### config.mk
export PLATFORM = sky130hd
export DESIGN_NAME = one_port_mem_ctrl
export DESIGN_NICKNAME = d
export VERILOG_FILES = /design/src/rtl/one_port_mem_pkg.sv /design/src/rtl/one_port_mem_rsp_fifo.sv /design/src/rtl/one_port_mem_ctrl.sv
export SDC_FILE = /design/constraint.sdc
export NUM_CORES = 1
export LEC_CHECK = 0
export ABC_AREA = 1
export CORE_ASPECT_RATIO = 0.8
export CORE_MARGIN = 5
export CORE_UTILIZATION = 47
export CTS_CLUSTER_DIAMETER = 100
export DETAILED_ROUTE_END_ITERATION = 7
export PLACE_DENSITY = 0.85
export SYNTH_ARGS = -nofsm -noshare
export SYNTH_HDL_FRONTEND = slang
export SYNTH_HIERARCHICAL = 1
export SYNTH_SLANG_ARGS = --single-unit
### constraint.sdc
create_clock -name CLK -period 5.7 [get_ports CLK]
set_clock_uncertainty 0.1 [all_clocks]
set_input_delay 1.425 -clock CLK [delete_from_list [all_inputs] [get_ports CLK]]
set_output_delay 1.425 -clock CLK [all_outputs]
set_load 0.01 [all_outputs]
### src/rtl/one_port_mem_pkg.sv
// Shared defaults and channel-select type for the single-port memory controller.
package one_port_mem_pkg;
  localparam int AW_DEFAULT        = 11;
  localparam int DW_DEFAULT        = 8;
  localparam int RSP_DEPTH_DEFAULT = 2;

  typedef enum logic {
    SEL_WR = 1'b0,
    SEL_RD = 1'b1
  } sel_e;

  function automatic sel_e other_sel(input sel_e s);
    return (s == SEL_WR) ? SEL_RD : SEL_WR;
  endfunction
endpackage

### src/rtl/one_port_mem_rsp_fifo.sv
// In-order read-response buffer; head is read from registered storage, never straight from Q.
module one_port_mem_rsp_fifo
  import one_port_mem_pkg::*;
#(
  parameter int DW    = DW_DEFAULT,
  parameter int DEPTH = RSP_DEPTH_DEFAULT,
  parameter int CW    = $clog2(DEPTH + 1)
) (
  input  logic          CLK,
  input  logic          RST,
  input  logic          push,
  input  logic [DW-1:0] push_data,
  input  logic          pop,
  output logic [CW-1:0] count,
  output logic [DW-1:0] head
);
  localparam int PW = (DEPTH > 1) ? $clog2(DEPTH) : 1;

  logic [DW-1:0] store [DEPTH];
  logic [PW-1:0] wptr;
  logic [PW-1:0] rptr;

  function automatic logic [PW-1:0] ptr_inc(input logic [PW-1:0] p);
    return (p == PW'(DEPTH - 1)) ? '0 : p + PW'(1);
  endfunction

  always_ff @(posedge CLK or posedge RST) begin
    if (RST) begin
      wptr  <= '0;
      rptr  <= '0;
      count <= '0;
    end else begin
      if (push) wptr <= ptr_inc(wptr);
      if (pop)  rptr <= ptr_inc(rptr);
      case ({push, pop})
        2'b10:   count <= count + CW'(1);
        2'b01:   count <= count - CW'(1);
        default: ;
      endcase
    end
  end

  // No reset on storage: entries become unreachable once the pointers clear.
  always_ff @(posedge CLK) begin
    if (push) store[wptr] <= push_data;
  end

  assign head = store[rptr];
endmodule

### src/rtl/one_port_mem_ctrl.sv
// Sole master of a single-port synchronous memory: round-robin write/read arbitration
// with credit-limited reads feeding an in-order response buffer.
module one_port_mem_ctrl
  import one_port_mem_pkg::*;
#(
  parameter int AW        = AW_DEFAULT,
  parameter int DW        = DW_DEFAULT,
  parameter int RSP_DEPTH = RSP_DEPTH_DEFAULT
) (
  input  logic          CLK,
  input  logic          RST,
  input  logic          wr_valid,
  output logic          wr_ready,
  input  logic [AW-1:0] wr_addr,
  input  logic [DW-1:0] wr_data,
  input  logic          rd_valid,
  output logic          rd_ready,
  input  logic [AW-1:0] rd_addr,
  output logic          rsp_valid,
  input  logic          rsp_ready,
  output logic [DW-1:0] rsp_data,
  output logic [AW-1:0] A,
  output logic          CEN,
  output logic          WEN,
  output logic [DW-1:0] D,
  output logic          OEN,
  input  logic [DW-1:0] Q
);
  localparam int CW  = $clog2(RSP_DEPTH + 1);
  localparam int CRW = CW + 1;

  logic [CW-1:0]  fifo_count;
  logic [CRW-1:0] credits;
  logic           inflight;
  sel_e           rr;
  logic [AW-1:0]  a_q;
  logic [DW-1:0]  d_q;
  logic           wr_elig;
  logic           rd_elig;
  logic           both_elig;
  logic           grant_wr;
  logic           grant_rd;

  // Reset gates eligibility so the pins go idle the moment RST rises.
  assign credits   = CRW'(RSP_DEPTH) - CRW'(fifo_count) - CRW'(inflight);
  assign wr_elig   = !RST && wr_valid;
  assign rd_elig   = !RST && rd_valid && (credits != '0);
  assign both_elig = wr_elig && rd_elig;
  assign grant_wr  = wr_elig && (!rd_elig || rr == SEL_WR);
  assign grant_rd  = rd_elig && (!wr_elig || rr == SEL_RD);

  assign wr_ready = grant_wr;
  assign rd_ready = grant_rd;

  assign CEN = !(grant_wr || grant_rd);
  assign WEN = !grant_wr;
  assign A   = grant_wr ? wr_addr : (grant_rd ? rd_addr : a_q);
  assign D   = grant_wr ? wr_data : d_q;
  assign OEN = 1'b0;

  always_ff @(posedge CLK or posedge RST) begin
    if (RST) begin
      inflight <= 1'b0;
      rr       <= SEL_WR;
      a_q      <= '0;
      d_q      <= '0;
    end else begin
      inflight <= grant_rd;
      a_q      <= A;
      d_q      <= D;
      if (both_elig) rr <= other_sel(rr);
    end
  end

  // Q is valid the cycle after a read issue, which is exactly when inflight is set.
  one_port_mem_rsp_fifo #(
    .DW    (DW),
    .DEPTH (RSP_DEPTH),
    .CW    (CW)
  ) u_rsp_fifo (
    .CLK       (CLK),
    .RST       (RST),
    .push      (inflight),
    .push_data (Q),
    .pop       (rsp_valid && rsp_ready),
    .count     (fifo_count),
    .head      (rsp_data)
  );

  assign rsp_valid = (fifo_count != '0);
endmodule

# == Word-level counts from Yosys, hierarchy flattened ==
# Memory sizes are Yosys's and may differ from the RTL's.
# Cells that the tools add are included.
# word_totals
register_bits,25
mem_bits_rw,16
input_bits,43
out_inout_bits,33
wordCells,44
memories,1
# mem_list
name,depth,width,rd,rd_clocked_by_memory_dff,wr,line_no,text
u_rsp_fifo.store,2,8,1,0,1,one_port_mem_rsp_fifo.sv:19,logic [DW-1:0] store [DEPTH];
# classes
n_addsub,6
n_eq_ne,2
muxes,9
bitwise_logic,1
reduce_logical,18
# ops
operator,count
2-to-1 mux 11 bit,2
2-to-1 mux 8 bit,1
logical AND 1 bit,7
logical NOT 1 bit,5
2-to-1 mux 1 bit,5
one-hot mux 2 bit (2 select lines),1
nonzero test 2 bit,2
logical OR 1 bit,3
nonzero test 3 bit,1
subtractor 2 x 2 -> 3 bit (first input constant),1
subtractor 3 x 1 -> 3 bit,1
adder 1 bit (second input constant),2
adder 2 x 1 -> 2 bit (second input constant),1
equality test 2 x 1 -> 1 bit (second input constant),1
equality test 2 bit (second input constant),1
subtractor 2 x 1 -> 2 bit (second input constant),1
inverter 1 bit,1

# == Longest topological paths before layout ==
# logic_depth
ltp_word,9
mapped_depth,12
ltp_nobuf,11

# == By module ==
# The synthesis kept the hierarchy.
# modules_own_cells
mod,n_inst,cells_each,area_each_um2,seq_area_each_um2
one_port_mem_ctrl,1,157,1171.1,525.5
one_port_mem_rsp_fifo,1,65,822.0,580.6

# == Worst setup path before layout ==
# OpenSTA, ideal clock, no wires.
# synth_path
path_kind,input-to-output
start,input port RST
end,output port D[0]
arrival_time_ns,2.448
required_time_ns,4.175
slack_ns,1.727
path_stages,6
n_path_buf,1
path_cell_list,inv_2 nand3_2 nand3_4 nand2_4 buf_6 o21ai_1
# synth_between
elab_chain_len,7
elab_cells_between_ends,8
# synth_lines
item,line_no,text
"start, declared",one_port_mem_ctrl.sv:11,"input logic RST,"
logical NOT 1 bit (no source line) (*),--,
logical AND 1 bit (2 in a row),one_port_mem_ctrl.sv:47,assign rd_elig = !RST && rd_valid && (credits != '0);
logical NOT 1 bit,one_port_mem_ctrl.sv:49,assign grant_wr = wr_elig && (!rd_elig || rr == SEL_WR);
logical OR 1 bit,one_port_mem_ctrl.sv:49,
logical AND 1 bit (*),one_port_mem_ctrl.sv:49,
2-to-1 mux 8 bit (*),one_port_mem_ctrl.sv:58,assign D = grant_wr ? wr_data : d_q;
"end, declared",one_port_mem_ctrl.sv:25,"output logic [DW-1:0] D,"
# Mark *: on every way between the ends. The rest lies on a longest branch, timed or not.

# == Worst setup path after layout ==
# layout_path
start,input port RST
end,output port D[7]
# The elaborated chain is that of the path after synthesis.

==> impl_metrics.tcl <==
set metrics [dict create \
    cts_max_level 2 \
    globalplace.congestion 0.8279 \
    yosys-top-cells-area "dfrtp_1 (31%), edfxtp_1 (24%), inv_1 (9.8%)" \
    r2r-end "d_q[7]" \
    routedWlPerCell_um 12.02 \
    diodes 0 \
    synth_compound_area_share_pct 7.721 \
    rsz0062_at_grt "false" \
    setup.worst_path.end_class "primary output" \
    async_reset_ff_share_pct 60.98 \
    die-width_um 82.81 \
    syn_area_mm2 0.001993 \
    yosysSeqAreaShare_pct 55.49 \
    root_buffer "clkbuf_8" \
    area_delta_synth_final_pct 43.13 \
    finalHoldViolations 0 \
    viasPerCell 4.569 \
    clock_latency_ns 0.29 \
    synth_top_area_share_pct 31.39 \
    netlist_instances 222 \
    fmax_mhz 196.3 \
    final_core_util_pct 68.72 \
    cpMaxStageDelayCell "clkdlybuf4s50_1" \
    ys_ff_latch 41 \
    period_needed_ns 5.095 \
    status "complete, no violations" \
    drt-total-wl_um 4244 \
    finalCritPeriodShare_pct 89.38 \
    multiInputGateArea_um2 590.6 \
    grt_pass1_vias 1588 \
    drtIter0Drc 81 \
    worst_pin_slew_ns 0.6779 \
    io_buffers 74 \
    ff2ff_path_depth 9 \
    cts_buffer_depth 2 \
    yosysWarningCount 6 \
    startpoint "RST" \
    cp.depth 8 \
    cpPeakStageDelay_ns 0.58 \
    cts_buffers 5 \
    synth_xor_area_share_pct 1.758 \
    maxSlewViolCount 0 \
    crit_buf_inv 3 \
    synth-edff-count 16 \
    p_per_area_mw_per_mm2 415.5 \
    drc_errors 0 \
    synth_top_family_by_area "simple AND/OR/NAND/NOR gates" \
    core_mm2 0.004151 \
    dp.cells 345 \
    syn-mean-instance-area_um2 8.978 \
    crit_path_start_kind "primary input" \
    critPathRequiredTime_ns 4.18 \
    design.die.area_mm2 0.005651 \
    drive_above_1_share_pct 8.108 \
    hold_class "reg -> reg" \
    synth_top_area_cell "dfrtp_1" \
    cts_hold_buf 0 \
    initial_utilization_pct 48.01 \
    layout.nets 341 \
    worstSetupPathType "in -> out" \
    yosys.area_share.simple_pct 18.08 \
    fillerInstances 354 \
    ys.flop_type "dfrtp_1" \
    crit_family "buffers and inverters" \
    grt_overflow_total 0 \
    final-seq-area_mm2 0.001106 \
    path_common_cell "clkdlybuf4s50_1" \
    final_cells 353 \
    fin_hold_ws_ns 0.3772 \
    tns_ns 0 \
    synth_fa_ha_area_share_pct 1.883 \
    synth_fp_nets 268 \
    path_clk_slew_ns 0.08 \
    grt_use_total_pct 16.05 \
    worst_slew_margin_rel_pct 54.64 \
    leakagePower_uw 0.001363 \
    post-dp-hpwl_um 3207 \
    antenna_found_initial 0 \
    r2r_slack_ns 3.70 \
    r2r_start "u_rsp_fifo/count[0]" \
    cts_sinks 41 \
    antenna_left 0 \
    setup_viol 0 \
    synth.area.mux_share_pct 0 \
    firstDrtPassIters 4 \
    worstPathArrival_ns 3.57 \
    cp_max_fo 24 \
    cts_setup_buffers 0 \
    pin_count 76 \
    max-cap-violations 0 \
    ir_worst_vdd_mv 0.2533 \
    yosys.cell_types.count 25 \
    row_count 21 \
    cts_tree "done" \
    path_cells "clkdlybuf4s50_1, inv_2, nand3_2, nand3_4, nand2_4, nand2_1, o21ai_1, clkdlybuf4s50_1" \
    die-height_um 68.25 \
    grt_pass1_wl_um 7093 \
    cts-resized-gates 0 \
    num_vias 1613 \
    grt_max_degree 25 \
    critPathCapture "D[7]" \
    total_power_uw 1185 \
]
==> kinds of logic after synthesis <==
family                   Yosys count
AND/OR/NAND/NOR                   78
buffers and inverters             67
flip-flops                        41
AO/OA/AOI/OAI                     28
XOR/XNOR                           4
adder cells (fa/ha/maj)            3
other                              1
==> synthesized netlist by cell type (2+ instances only) <==
library cell,number
ha_1,3
buf_4,2
xor2_1,3
edfxtp_1,16
nor2_2,2
nand3_1,24
nand2_1,44
nor2_1,3
o21ai_2,3
inv_1,52
o21ai_0,8
buf_2,5
buf_6,2
dfrtp_1,25
o21ai_1,16
inv_2,5
==> where the power goes <==
group	internal [uW]	total, uW	leakage [uW]	switching (uW)
sequential	395	448	0.000446	52.6
clock	131	232	0.0000543	101
combinational	260	505	0.000863	245
==> layer usage <==
layer,routed length [um],GRT usage (%),vias to the layer above
met3,371,5.897,6
met2,2040,27.90,58
met1,1783,18.73,727
li1,-,-,822
met5,0,0,-
met4,49,5.510,0
==> worst min path at each step <==
stage,slack [ns],cells after the start,to,start
2_1_floorplan,0.34,1,rr,rr
3_3_place_gp,0.36,1,rr,rr
3_5_place_dp,0.36,1,rr,rr
4_1_cts,0.38,1,rr,rr
5_1_grt,0.40,1,rr,rr
6_report,0.38,1,rr,rr
==> registers in the layout, indices dropped and copies added, names as in the netlist <==
signal and count:
u_rsp_fifo/store 16, a_q 11, d_q 8, u_rsp_fifo/count 2, inflight 1, rr 1
u_rsp_fifo/rptr 1, u_rsp_fifo/wptr 1
==> per-stage QoR <==
step / cell area, um2 / setup WS, ns
6_report: 2853 / 0.6051
5_1_grt: 2853 / 0.4103
4_1_cts: 2853 / 0.5721
3_5_place_dp: 2738 / 0.5881
3_3_place_gp: 2738 / 0.6783
2_1_floorplan: 1993 / 1.727
==> layout by cell type, fill, tap and decap left out, drive strengths merged, types with 2 or more instances in the layout <==
master	instances
ha	3
nand2	45
nor2	5
clkdlybuf4s50	74
edfxtp	16
xor2	3
o21ai	27
dfrtp	25
buf	2
inv	57
clkbuf	5
nand3	26
==> cell type report <==
class,count,area share (%)
tap,57,2.500
timing repair buffer,76,26.49
inverter,57,7.500
multi-input combinational,114,20.70
clock inverter,3,1.623
sequential,41,38.77
clock buffer,5,2.412
==> worst register-to-register path, delay by kind of cell, from the launching register on <==
family / cells / cell delay (ns)
fa+ha+maj: 2 / 0.41
buf+inv: 2 / 0.12
flops: 1 / 0.44
compound gates: 1 / 0.12
simple gates: 4 / 0.72
Power figures use the tool's default switching activity.
==> edit 1, RTL diff (same settings) <==
Set the package constant `AW_DEFAULT` to 10 (it was 11).
--- a/src/rtl/one_port_mem_pkg.sv
+++ b/src/rtl/one_port_mem_pkg.sv
@@ -2,3 +2,3 @@
 package one_port_mem_pkg;
-  localparam int AW_DEFAULT        = 11;
+  localparam int AW_DEFAULT        = 10;
   localparam int DW_DEFAULT        = 8;
Interface: changed (resized A, rd_addr and wr_addr); port bits go from 76 to 73. No check against the original RTL was run, so the function may have changed too.
==> edit 1 against the unedited design <==
Sequential cell count down 1; setup slack worse by 0.21 ns; wire length up 1.6%; synthesized cell count down 2.7%; sequential power down 3%; power down 2.4%; final area down 2.1%; fmax down 3.9%; combinational power down 3%; area after synthesis down 2.3%; critical path type unchanged.
==> edit 1: results (changes against the unedited design) <==
* Outcome: completed
* GRT Total Usage at 17.0% (+0.94 points)
* Synth cell count leaders: 71 x nand2_1, 34 x inv_1, 24 x dfrtp_1, 20 x nand3_1, 16 x edfxtp_1
* Hold Crit Start: d_q[0]
* Reg2Reg Setup Slack at 3.17 ns (-0.53 ns)
* First-pass GRT wire length at 7060 um (-0.49%)
* Yosys cell types at 24 (-4.0%)
* Post-synthesis async set-or-reset flop share at 60.0% (-0.98 points)
* Routability cong. at 0.802 (-3.2%)
* Via density at 4.67 (+2.3%)
* Mean Syn Cell Area at 9.02 sq um (+0.46%)
* Pleak at 1.33 nW (-2.6%)
* Worst path arrival time at 3.78 ns (+0.21 ns)
* Clock-cell share at 4.12% (+0.087 points)
* Seq/Total Area, Yosys at 55.5% (about the same)
* Drt wl/cell at 12.5 um (+4.3%)
* FFs & Latches at 40 (-2.4%)
* Port buffer count at 71 (-4.1%)
* Min-Delay Endpoint: d_q[0]
* Hold path cells at 2 (+1)
* Nets at 330 (-3.2%)
* DRT iter0 DRCs at 55 (-32%)
* Multi-input gates at 128 (+12%)
* Yosys top cell area share at 30.8% (-0.56 points)
* Final HPWL DP at 3290 um (+2.6%)
* Post-Syn Nets at 260 (-3.0%)
* Cell Count, Final, Fillers Out at 344 (-2.5%)
* Synth top area cells: dfrtp_1 31%, edfxtp_1 25%, nand2_1 14%
* Worst slew margin at 56.9% (+2.3 points)
* Filler instances at 349 (-1.4%)
* Worst Path Max Fanout at 30 (+25%)
* PostCTS Resize Cnt at 0 (unchanged)
* Vias in the first global route at 1666 (+4.9%)
* Sequential group power at 436 uW (-3%)
* Internal Power at 763 uW (-3.0%)
* Non-clock inverters at 37 (-35%)
* Worst Hold Class: reg2reg
* Non-clock buffers, area share at 26.7% (+0.21 points)
* Top flop regs: u_rsp_fifo/store: 16 flops, a_q: 10 flops, d_q: 8 flops
* Peak supply drop at 0.000225 V (-11%)
## edit 1: changes by cell type in the layout (fill, tap and decap cells not counted), sizes merged
cell	delta
clkdlybuf4s50	-3
xor2	-1
nand4	+10
buf	+1
o21ai	-18
clkinv	-1
inv	-19
nand3	-4
nand2	+27
dfrtp	-1
nand3b	+1
nor2	-1
## edit 1: kinds of logic after synthesis
kind of cell / count (synthesis) / synth area share [%]
xor+xnor: 3 / 1.35
buf+inv: 48 / 11.6
other cells: 1 / 0.192
fa+ha+maj: 3 / 1.93
flops: 40 / 55.5
simple gates: 111 / 26.1
compound gates: 10 / 3.28
## edit 1: stage by stage
stage	util, %	hold slack, ns	worst slack (ns)	power, mW	area [sq um]
final	68.1	0.376	0.396	1.16	2790
after global routing	68.1	0.407	0.235	1.25	2790
after CTS	68.1	0.379	0.385	1.17	2790
after detailed placement	65.3	0.357	0.383	0.936	2680
after global placement	65.3	0.355	0.466	0.920	2680
after floorplan	-	0.363	1.90	0.723	1950
## edit 1: worst max-delay path by stage
stage	start	endpoint
after floorplan	RST	A[7]
after global placement	RST	D[3]
after detailed placement	RST	D[2]
after CTS	RST	D[2]
after global routing	RST	D[3]
final	RST	D[2]
## edit 1: metal layers
| layer | vias to the layer above | share of wire, % | routed length, um | track usage, % |
|---|---|---|---|---|
| met4 | 0 | 0.39 | 17 | 3.73 |
| met2 | 66 | 48 | 2060 | 28.4 |
| met1 | 721 | 39 | 1700 | 18.9 |
| li1 | 819 | - | - | - |
| met5 | - | 0 | 0 | 0 |
| met3 | 2 | 13 | 541 | 9.60 |
## edit 1: worst max-delay path, stage by stage
cell,delay (ns)
clkdlybuf4s50_1,0.57
inv_2,0.07
nand3_2,0.18
nand3_2,0.54
nand2_8,0.28
nand2_1,0.07
nand2_1,0.08
clkdlybuf4s50_1,0.55
==> edit 2, RTL diff (same settings) <==
Made on the original files. Reset style: synchronous (`RST`), changed in 2 clocked blocks.
--- a/src/rtl/one_port_mem_rsp_fifo.sv
+++ b/src/rtl/one_port_mem_rsp_fifo.sv
@@ -26,3 +26,3 @@
 
-  always_ff @(posedge CLK or posedge RST) begin
+  always_ff @(posedge CLK) begin
     if (RST) begin
--- a/src/rtl/one_port_mem_ctrl.sv
+++ b/src/rtl/one_port_mem_ctrl.sv
@@ -60,3 +60,3 @@
 
-  always_ff @(posedge CLK or posedge RST) begin
+  always_ff @(posedge CLK) begin
     if (RST) begin
Function: differs if RST is asserted again (counterexample within 4 cycles, from zero or initial values and one cycle with RST high); with RST held inactive, the same outputs for 10 cycles.
==> edit 2 against the unedited design <==
Final area up 1.5%; wire length up 4.8%; non-clock buffer count up 3; sequential cell count up 1; setup slack worse by 0.099 ns; area after synthesis up 0.31%; power down 25%; largest power group is now registers; final cell count up 6.5%; critical path type unchanged.
==> edit 2: results (changes against the unedited design) <==
* Clk slew on worst S/H paths at 0.08 ns (about the same)
* DRT iter0 DRCs at 86 (+6.2%)
* Pleak at 1.31 nW (-3.9%)
* Synth cell count leaders: 55 x inv_1, 36 x nand2_1, 26 x dfxtp_1, 24 x nand3_1, 18 x nor2_1
* Nets at 364 (+6.7%)
* Post-synthesis async set-or-reset flop share at 0% (-61 points)
* Worst slew margin at 54.8% (+0.13 points)
* Port buffer count at 74 (unchanged)
* Post-synth EDFFs at 16 (unchanged)
* Root buffer cell: clkbuf_8
* Routed vias at 1796 (+11%)
* Outcome: completed
* GRT Total Usage at 16.3% (+0.22 points)
* Vias in the first global route at 1780 (+12%)
* Worst path arrival time at 3.67 ns (+0.10 ns)
* Worst Hold Class: reg2reg
* CP endpoint: D[6]
* Post-Syn Nets at 289 (+7.8%)
* Layout cells sized above 1 at 8.46% (+0.36 points)
* Reg2reg path depth at 10 (+1)
* Setup bufs post-CTS at 0 (unchanged)
* P_sw at 249 uW (-38%)
* H-tree depth at 2 (unchanged)
* Synth Flop Type: dfxtp_1
* Clk_lat worst skew at 0.29 ns (about the same)
* Largest net degree at the start of global routing at 19 (-24%)
* Routability cong. at 0.826 (-0.28%)
* Seq/Total Area, Yosys at 50.1% (-5.4 points)
* Synth top area cells: dfxtp_1 26%, edfxtp_1 24%, inv_1 10%
* Hold path cells at 2 (+1)
* Worst flop-to-flop path startpoint: u_rsp_fifo/count[0]
* Final HPWL DP at 3420 um (+6.7%)
* Reg2Reg Setup Slack at 3.50 ns (-0.20 ns)
* First-pass GRT wire length at 7400 um (+4.4%)
* Peak supply drop at 0.000196 V (-23%)
* Cts bufs inserted at 5 (unchanged)
* R2R Path End: d_q[6]
* Worst Path Max Fanout at 18 (-25%)
* Total Wirelength at 4450 um (+4.8%)
edit 2: changes by cell type after synthesis, sizes merged, moves of 2 or more:
cell and change:
nor2 +14, clkbuf +2, dfxtp +26, mux2 +8
a21oi +13, dfrtp -25, xor2 -3, o21ai -6
nand2 -8
edit 2: routing by layer:
metal / GRT usage [%] / vias up / part of all wire, %
met5: 0 / - / 0
met4: 6.12 / 0 / 1.3
met3: 6.02 / 6 / 8.5
met2: 29.5 / 72 / 48
met1: 17.8 / 808 / 42
li1: - / 910 / -
edit 2: critical path, cell delays in order:
cell	delay, ns
clkdlybuf4s50_1	0.45
buf_4	0.22
nor2_1	0.18
nand3_2	0.27
nand2_2	0.36
nand2_1	0.10
o21ai_1	0.13
inv_1	0.06
clkdlybuf4s50_1	0.47
edit 2: cell families after synthesis:
logic type | synth area share (%)
XOR/XNOR | 0.438
other | 0.188
AND/OR/NAND/NOR | 18.6
multiplexers | 6.01
flip-flops | 50.1
adder cells (fa/ha/maj) | 1.88
buffers and inverters | 13.9
AO/OA/AOI/OAI | 8.89
edit 2: layout make-up:
type                    count  area, sq um
well taps                  57         71.3
clock inverters             2         37.5
clock buffers               6         72.6
multi-input cells         133          721
fillers                   351         1260
repair buffers             79          778
inverters                  57          214
flip-flops and latches     42         1000
edit 2: worst min-delay path by stage:
stage	start	end	slack, ns
6_report	rr	rr	0.39
5_1_grt	rr	rr	0.42
4_1_cts	rr	rr	0.39
3_5_place_dp	rr	rr	0.38
3_3_place_gp	rr	rr	0.37
2_1_floorplan	rr	rr	0.35
edit 2: power by group through the flow:
stage,registers [mW],logic [mW],clock network [mW]
6_report,0.363,0.294,0.227
5_1_grt,0.367,0.324,0.248
4_1_cts,0.363,0.296,0.231
3_5_place_dp,0.370,0.293,0
3_3_place_gp,0.368,0.288,0
2_1_floorplan,0.360,0.166,0
edit 2: stage by stage:
stage                     hold WS [ns]  setup slack [ns]  cell area (sq um)  std cells  util, %
after floorplan                  0.350              1.98               2000        243        -
after global placement           0.365             0.615               2790        368     67.1
after detailed placement         0.381             0.500               2790        368     67.1
after CTS                        0.392             0.488               2900        376     69.7
after global routing             0.420             0.312               2900        376     69.7
final                            0.390             0.506               2900        376     69.7
